File: config.mk
export PLATFORM = sky130hd
export DESIGN_NAME = spi_sclk_gen_flat
export DESIGN_NICKNAME = d
export VERILOG_FILES = /design/src/rtl/spi_sclk_gen_if.sv /design/src/rtl/spi_sclk_gen.sv /design/src/flat_wrapper.sv
export SDC_FILE = /design/constraint.sdc
export NUM_CORES = 1
export LEC_CHECK = 0
export CORE_MARGIN = 10
export CORE_UTILIZATION = 35
export DETAILED_ROUTE_END_ITERATION = 8
export PLACE_DENSITY = 0.54
export REMOVE_ABC_BUFFERS = 1
export SLEW_MARGIN = 20
export SYNTH_ARGS = -nofsm -noshare
export SYNTH_HDL_FRONTEND = slang
export SYNTH_SLANG_ARGS = --single-unit
export TNS_END_PERCENT = 30
File: constraint.sdc
create_clock -name i_clk -period 4.95 [get_ports i_clk]
set_clock_uncertainty 0.05 [all_clocks]
set_input_delay 0.99 -clock i_clk [delete_from_list [all_inputs] [get_ports i_clk]]
set_output_delay 0.99 -clock i_clk [all_outputs]
set_load 0.05 [all_outputs]
File: src/rtl/spi_sclk_gen_if.sv
// rtl/spi_sclk_gen_if.sv - config, start/done handshake and SCLK/strobe bundle for spi_sclk_gen
// i_hold is present only when SPI_SCLK_HOLD_EN is defined.
interface spi_sclk_gen_if #(
  parameter int DIV_W = 8,
  parameter int CNT_W = 5
);
  logic             i_cfg_load;
  logic [DIV_W-1:0] i_cfg_div;
  logic             i_cfg_cpol;
  logic             i_cfg_cpha;
  logic [CNT_W-1:0] i_cfg_pulses;
  logic             i_start;
`ifdef SPI_SCLK_HOLD_EN
  logic             i_hold;
`endif
  logic             o_busy;
  logic             o_done;
  logic             o_sclk;
  logic             o_sample_stb;
  logic             o_shift_stb;

  modport master (
`ifdef SPI_SCLK_HOLD_EN
    output i_hold,
`endif
    output i_cfg_load, i_cfg_div, i_cfg_cpol, i_cfg_cpha, i_cfg_pulses, i_start,
    input  o_busy, o_done, o_sclk, o_sample_stb, o_shift_stb
  );

  modport slave (
`ifdef SPI_SCLK_HOLD_EN
    input  i_hold,
`endif
    input  i_cfg_load, i_cfg_div, i_cfg_cpol, i_cfg_cpha, i_cfg_pulses, i_start,
    output o_busy, o_done, o_sclk, o_sample_stb, o_shift_stb
  );
endinterface

File: src/rtl/spi_sclk_gen.sv
// rtl/spi_sclk_gen.sv - SPI SCLK burst generator with CPOL/CPHA sample/shift strobes
// Optional burst freeze input via SPI_SCLK_HOLD_EN.
module spi_sclk_gen #(
  parameter int DIV_W = 8,
  parameter int CNT_W = 5
) (
  input  logic          i_clk,
  input  logic          i_rst,
  spi_sclk_gen_if.slave bus
);

  typedef enum logic [1:0] {
    IDLE = 2'd0,
    RUN  = 2'd1,
    TAIL = 2'd2
  } state_t;

  state_t           state_q, state_n;
  logic [DIV_W-1:0] div_q, div_n;
  logic             cpol_q, cpol_n;
  logic             cpha_q, cpha_n;
  logic [CNT_W-1:0] pulses_q, pulses_n;
  logic [DIV_W-1:0] fast_q, fast_n;
  logic [CNT_W:0]   edge_q, edge_n;
  logic             sclk_q, sclk_n;
  logic             sample_q, sample_n;
  logic             shift_q, shift_n;
  logic             done_q, done_n;

  logic             hold_act;
  logic             cfg_take;
  logic [DIV_W-1:0] half_m1;
  logic [CNT_W-1:0] n_eff;
  logic [CNT_W:0]   last_idx;
  logic             lead;

`ifdef SPI_SCLK_HOLD_EN
  assign hold_act = bus.i_hold;
`else
  assign hold_act = 1'b0;
`endif

  // A load in the same idle cycle as start must already shape that burst.
  assign cfg_take = (state_q == IDLE) && bus.i_cfg_load;
  assign div_n    = cfg_take ? bus.i_cfg_div    : div_q;
  assign cpol_n   = cfg_take ? bus.i_cfg_cpol   : cpol_q;
  assign cpha_n   = cfg_take ? bus.i_cfg_cpha   : cpha_q;
  assign pulses_n = cfg_take ? bus.i_cfg_pulses : pulses_q;

  assign half_m1  = (div_n < DIV_W'(2)) ? '0 : (div_n >> 1) - DIV_W'(1);
  assign n_eff    = (pulses_n == '0) ? CNT_W'(1) : pulses_n;
  assign last_idx = {n_eff, 1'b0} - (CNT_W+1)'(1);
  assign lead     = ~edge_q[0];

  always_comb begin
    state_n  = state_q;
    fast_n   = fast_q;
    edge_n   = edge_q;
    sclk_n   = sclk_q;
    sample_n = 1'b0;
    shift_n  = 1'b0;
    done_n   = 1'b0;
    case (state_q)
      IDLE: begin
        sclk_n = cpol_n;
        if (bus.i_start) begin
          state_n = RUN;
          fast_n  = half_m1;
          edge_n  = '0;
        end
      end
      RUN: begin
        if (!hold_act) begin
          if (fast_q == '0) begin
            sclk_n   = ~sclk_q;
            edge_n   = edge_q + (CNT_W+1)'(1);
            fast_n   = half_m1;
            sample_n = lead ^ cpha_q;
            shift_n  = ~(lead ^ cpha_q);
            if (edge_q == last_idx) begin
              state_n = TAIL;
            end
          end else begin
            fast_n = fast_q - DIV_W'(1);
          end
        end
      end
      TAIL: begin
        if (!hold_act) begin
          if (fast_q == '0) begin
            state_n = IDLE;
            done_n  = 1'b1;
          end else begin
            fast_n = fast_q - DIV_W'(1);
          end
        end
      end
      default: begin
        state_n = IDLE;
      end
    endcase
  end

  always_ff @(posedge i_clk) begin
    if (i_rst) begin
      state_q  <= IDLE;
      div_q    <= DIV_W'(2);
      cpol_q   <= 1'b0;
      cpha_q   <= 1'b0;
      pulses_q <= CNT_W'(8);
      fast_q   <= '0;
      edge_q   <= '0;
      sclk_q   <= 1'b0;
      sample_q <= 1'b0;
      shift_q  <= 1'b0;
      done_q   <= 1'b0;
    end else begin
      state_q  <= state_n;
      div_q    <= div_n;
      cpol_q   <= cpol_n;
      cpha_q   <= cpha_n;
      pulses_q <= pulses_n;
      fast_q   <= fast_n;
      edge_q   <= edge_n;
      sclk_q   <= sclk_n;
      sample_q <= sample_n;
      shift_q  <= shift_n;
      done_q   <= done_n;
    end
  end

  assign bus.o_busy       = (state_q != IDLE);
  assign bus.o_done       = done_q;
  assign bus.o_sclk       = sclk_q;
  assign bus.o_sample_stb = sample_q;
  assign bus.o_shift_stb  = shift_q;

endmodule

File: src/flat_wrapper.sv
// flat-port wrapper written by rule: the top's interface ports become plain ports
module spi_sclk_gen_flat 
#(
  parameter int DIV_W = 8,
  parameter int CNT_W = 5
)
  (i_clk, i_rst, bus_i_cfg_load, bus_i_cfg_div, bus_i_cfg_cpol, bus_i_cfg_cpha, bus_i_cfg_pulses, bus_i_start, bus_o_busy, bus_o_done, bus_o_sclk, bus_o_sample_stb, bus_o_shift_stb);
  spi_sclk_gen_if #(.DIV_W(DIV_W), .CNT_W(CNT_W)) bus_i ();
  input  logic i_clk;
  input  logic i_rst;
  input wire logic [$bits(bus_i.i_cfg_load)-1:0] bus_i_cfg_load;
  input wire logic [$bits(bus_i.i_cfg_div)-1:0] bus_i_cfg_div;
  input wire logic [$bits(bus_i.i_cfg_cpol)-1:0] bus_i_cfg_cpol;
  input wire logic [$bits(bus_i.i_cfg_cpha)-1:0] bus_i_cfg_cpha;
  input wire logic [$bits(bus_i.i_cfg_pulses)-1:0] bus_i_cfg_pulses;
  input wire logic [$bits(bus_i.i_start)-1:0] bus_i_start;
  output wire logic [$bits(bus_i.o_busy)-1:0] bus_o_busy;
  output wire logic [$bits(bus_i.o_done)-1:0] bus_o_done;
  output wire logic [$bits(bus_i.o_sclk)-1:0] bus_o_sclk;
  output wire logic [$bits(bus_i.o_sample_stb)-1:0] bus_o_sample_stb;
  output wire logic [$bits(bus_i.o_shift_stb)-1:0] bus_o_shift_stb;
  assign bus_i.i_cfg_load = bus_i_cfg_load;
  assign bus_i.i_cfg_div = bus_i_cfg_div;
  assign bus_i.i_cfg_cpol = bus_i_cfg_cpol;
  assign bus_i.i_cfg_cpha = bus_i_cfg_cpha;
  assign bus_i.i_cfg_pulses = bus_i_cfg_pulses;
  assign bus_i.i_start = bus_i_start;
  assign bus_o_busy = bus_i.o_busy;
  assign bus_o_done = bus_i.o_done;
  assign bus_o_sclk = bus_i.o_sclk;
  assign bus_o_sample_stb = bus_i.o_sample_stb;
  assign bus_o_shift_stb = bus_i.o_shift_stb;
  spi_sclk_gen #(.DIV_W(DIV_W), .CNT_W(CNT_W)) u_core (.i_clk(i_clk), .i_rst(i_rst), .bus(bus_i));
endmodule
* After elaboration in Yosys (flattened, before gate mapping)
Cells that the tools add are included.
Word-level totals: register bits after elaboration 35, input port bits 19, output and inout port bits 5, logic and storage cells 64
Operators by class: add/sub/neg operators 4, $lt $le $gt $ge 1, eq/ne operators 8, muxes and demuxes 20, bitwise logic cells 7, reductions and logical operators 13
Operator list (count):
- two-way mux 8 bit | 5
- case mux 8 bit (3 select lines) | 1
- two-way mux 6 bit | 2
- case mux 6 bit (2 select lines) | 1
- two-way mux 5 bit | 2
- logical NOT 8 bit | 1
- less-than comparator 8 x 2 -> 1 bit, second input constant | 1
- two-way mux 2 bit | 4
- subtractor 7 x 1 -> 8 bit, second input constant | 1
- subtractor 8 x 1 -> 8 bit, second input constant | 1
- adder 6 x 1 -> 6 bit, second input constant | 1
- == test 6 bit | 1
- inequality test 2 x 1 -> 1 bit, second input constant | 3
- NOT 1 bit | 6
- case mux 2 bit (3 select lines) | 1
- AND reduction 3 bit | 2
- subtractor 6 x 1 -> 6 bit, second input constant | 1
- logical NOT 5 bit | 1
- inequality test 2 bit, second input constant | 2
- AND reduction 4 bit | 1
- nonzero test 2 bit | 2
- two-way mux 1 bit | 3
- nonzero test 3 bit | 1
- OR reduction 3 bit | 1
- 8 further kinds | 8

* Logic depth before layout (Yosys ltp)
word-level depth 10, gate-level depth with buffers 13, mapped depth without buffers 12

* Worst setup path before layout
OpenSTA, ideal clock, no wires.
path kind input -> register, start in bus_i_cfg_load, end reg u_core.state_q[0], library setup time 0.095 ns, arrival time 3.369 ns, required time 4.805 ns, path slack 1.436 ns, cell stages on the path 12, buffers on the path 2, path through buf_6 nand2_4 buf_2 mux2i_1 nand3_1 and2b_1 ha_1 xnor2_1 a2111oi_4 nand3_2 or3_1 o311ai_1
On the way: cells in the longest elaborated chain, start to end 8
Ends and longest elaborated chain:
- start: declaration | line flat_wrapper.sv:11 | input wire logic [$bits(bus_i.i_cfg_load)-1:0] bus_i_cfg_load;
- logical AND 1 bit * | line spi_sclk_gen.sv:44 | assign cfg_take = (state_q == IDLE) && bus.i_cfg_load;
- two-way mux 5 bit * | line spi_sclk_gen.sv:48 | assign pulses_n = cfg_take ? bus.i_cfg_pulses : pulses_q;
- logical NOT 5 bit | line spi_sclk_gen.sv:51 | assign n_eff = (pulses_n == '0) ? CNT_W'(1) : pulses_n;
- two-way mux 5 bit * | line spi_sclk_gen.sv:51
- subtractor 6 x 1 -> 6 bit * | line spi_sclk_gen.sv:52 | assign last_idx = {n_eff, 1'b0} - (CNT_W+1)'(1);
- == test 6 bit * | line spi_sclk_gen.sv:80 | if (edge_q == last_idx) begin
- inequality test 2 x 1 -> 1 bit (no source line) *
- AND reduction 4 bit (no source line) *
- end signal: assignment | line spi_sclk_gen.sv:118 | state_q <= state_n;
- end: declaration | line spi_sclk_gen.sv:18 | state_t state_q, state_n;
Mark *: on every way between the ends. The rest lies on a longest branch, timed or not. A chain may end at the register's enable or synchronous reset.

* Final worst setup path
Ends and elaborated chain as after synthesis.

==> results_dict.tcl <==
set metrics [dict create \
    synth_compound_area_frac 0.197 \
    fillers 569 \
    ys_ff_latch 34 \
    routabilityCongestion 0.777 \
    core_area_mm2 0.00557 \
    drt_pass1_iterations 4 \
    synth_top_family_by_area "simple AND/OR/NAND/NOR gates" \
    crit_type "in2reg" \
    synth_xor_area_frac 0.0819 \
    fin_cells 319 \
    synth.yosys.seq_area_share 0.335 \
    slew_violations 0 \
    grt_pass1_wl_um 7800 \
    crit_path_start "bus_i_cfg_load" \
    cts_made_buffers 5 \
    synth_area_mm2 0.00203 \
    syn_to_final_growth_pct 17.1 \
    clock_sinks 34 \
    grt_max_degree 23 \
    synth_fa_ha_area_frac 0.0616 \
    clk_latency_ps 280 \
    synth_edf_count 0 \
    initial_utilization 0.365 \
    dp.cells 312 \
    crit_path_cell_trace "clkdlybuf4s50_1 > nand2_4 > mux2i_1 > nand3_1 > and2b_1 > ha_1 > xnor2_1 > a2111oi_4 > nand3_2 > or3_1 > o311ai_1" \
    yosysTopAreaCell "dfxtp_1" \
    drc 0 \
    ant_nets 0 \
    fmax_ghz 0.260 \
    required_ps 5080 \
    hold_viol 0 \
    p_leak_uw 0.000941 \
    port_buffers 22 \
    hold_class "reg2reg" \
    yosys_warnings 0 \
    ir_worst_vdd_mv 0.177 \
    routed_via_density 5.09 \
    drt-initial-drc-count 76 \
    critPathArrivalTime_ps 3970 \
    die_h_um 96.2 \
    r2r_cells 12 \
    wire_per_inst_um 14.5 \
    path_clk_slew_ps 60 \
    period_needed_ps 3840 \
    antenna_found_initial 0 \
    pwr_density_cell_mw_per_mm2 482 \
    fin_nets 276 \
    setup_tns_ps 0 \
    detailroute.via_count 1623 \
    r2r-start "u_core.state_q[0]" \
    grt_pass1_vias 1551 \
    dpl.hpwl_um 3470 \
    cts-root-buf "clkbuf_8" \
    grt_usage 0.108 \
    htreeDepth 2 \
    n_antenna_cell 0 \
    r2r-end "u_core.state_q[0]" \
    rows 27 \
    yosysTopAreaCellShare 0.335 \
    clockBufferDepth 2 \
    yosys-mux-area-fraction 0.0782 \
    postSynthAreaPerCell_um2 9.03 \
    ys_async_sr_fraction 0 \
    grt-ovfl-total 0 \
    min_period_over_period 0.776 \
    slowest_stage "clkdlybuf4s50_1" \
    reg2reg_setup_slack_ps 1240 \
    rsz0062_at_grt "no" \
    hp-start "u_core.fast_q[5]" \
    worstMarginPinSlew_ps 844 \
    setup_viol_count_final 0 \
    die_x_um 96.2 \
    ctsHoldBuffers 0 \
    startpoint_type "primary input" \
    post_cts_buffers 0 \
    synth.most_common_cell "dfxtp_1" \
    die_area_mm2 0.00925 \
    synth_area_leaders "dfxtp_1 (33%), ha_1 (6.2%), xnor2_1 (5.6%)" \
    status "finished clean" \
    synth_flop_cell "dfxtp_1" \
    whs_path_depth 2 \
    cts_resized 0 \
    synth_common_cells "dfxtp_1 (34), nor2_1 (23), xnor2_1 (13)" \
    layout-drive-gt1-share 0.0810 \
    synthDistinctLibCells 53 \
    cts_tree "done" \
    min_to "u_core.fast_q[5]" \
    max_stage_delay_ps 460 \
    netlist_instances 225 \
    crit_fanout 22 \
    drt_wl_total_um 4610 \
    ioPinCount 24 \
    synthSimpleGateAreaFrac 0.203 \
    drv_cap 0 \
    slew_headroom 0.436 \
    endpoint_kind "flop" \
]
## per-stage QoR
step	area [µm²]	util	total power (µW)	hold WS (ps)	setup slack (ps)
3_3_place_gp	2300	0.413	961	414	842
5_1_grt	2380	0.427	1240	463	857
6_report	2380	0.427	1150	432	1110
4_1_cts	2380	0.427	1160	437	1100
3_5_place_dp	2300	0.413	961	416	780
2_1_floorplan	1980	-	823	392	1590
## routing by layer
layer,wire length (µm),global-route usage,up-vias
li1,-,-,862
met1,2330,0.146,727
met2,1960,0.152,28
met3,234,0.0304,6
met4,95,0.0516,0
met5,0,0,-
## layout by cell type, fill, tap and decap left out, drive strengths merged, types with 5 or more instances in the layout
cell / count
nand3: 8
o21ai: 13
and3: 5
inv: 11
nand2: 12
dfxtp: 34
xnor2: 13
nor3: 8
clkbuf: 7
mux2i: 11
xor2: 6
nor2: 23
a21oi: 8
clkdlybuf4s50: 22
ha: 10
## registers in the layout (all words and copies together), names as in the netlist
name / cells
u_core.bus.o_shift_stb: 1
u_core.fast_q: 8
u_core.bus.o_done: 1
u_core.edge_q: 6
u_core.state_q: 2
u_core.bus.o_sclk: 1
u_core.div_q: 7
u_core.pulses_q: 5
u_core.cpol_q: 1
u_core.cpha_q: 1
u_core.bus.o_sample_stb: 1
## worst max-delay path by stage
stage | cells past startpoint | endpoint
floorplan | 10 | u_core.state_q[0]
global placement | 11 | u_core.state_q[0]
detailed placement | 11 | u_core.state_q[0]
CTS | 11 | u_core.state_q[0]
global route | 11 | u_core.state_q[0]
finish | 11 | u_core.state_q[0]
## worst max-delay path, delay by kind of cell
kind	cells	cell delay (ps)
AO/OA/AOI/OAI	2	560
multiplexers	1	400
AND/OR/NAND/NOR	5	1110
buffers and inverters	1	460
adder cells (fa/ha/maj)	1	300
XOR/XNOR	1	160
## area by class of cell
class,count,area [µm²],area share
Clock buffer,7,76.3,0.0321
Inverter,11,41.3,0.0174
Multi-Input combinational cell,172,1260,0.531
Sequential cell,34,681,0.286
Tap cell,72,90.1,0.0379
Timing Repair Buffer,23,228,0.0957
## cells by family after synthesis
| group | Yosys count |
|---|---|
| compound gates | 50 |
| xor+xnor | 19 |
| fa+ha+maj | 10 |
| buf+inv | 19 |
| flops | 34 |
| mux | 15 |
| simple gates | 78 |
## where the power goes
part	total [µW]	internal (µW)	switching, µW
sequential	367	320	47.0
combinational	587	249	338
clock	192	96.8	95.2
total	1150	666	480
(Power assumes the default switching activity.)
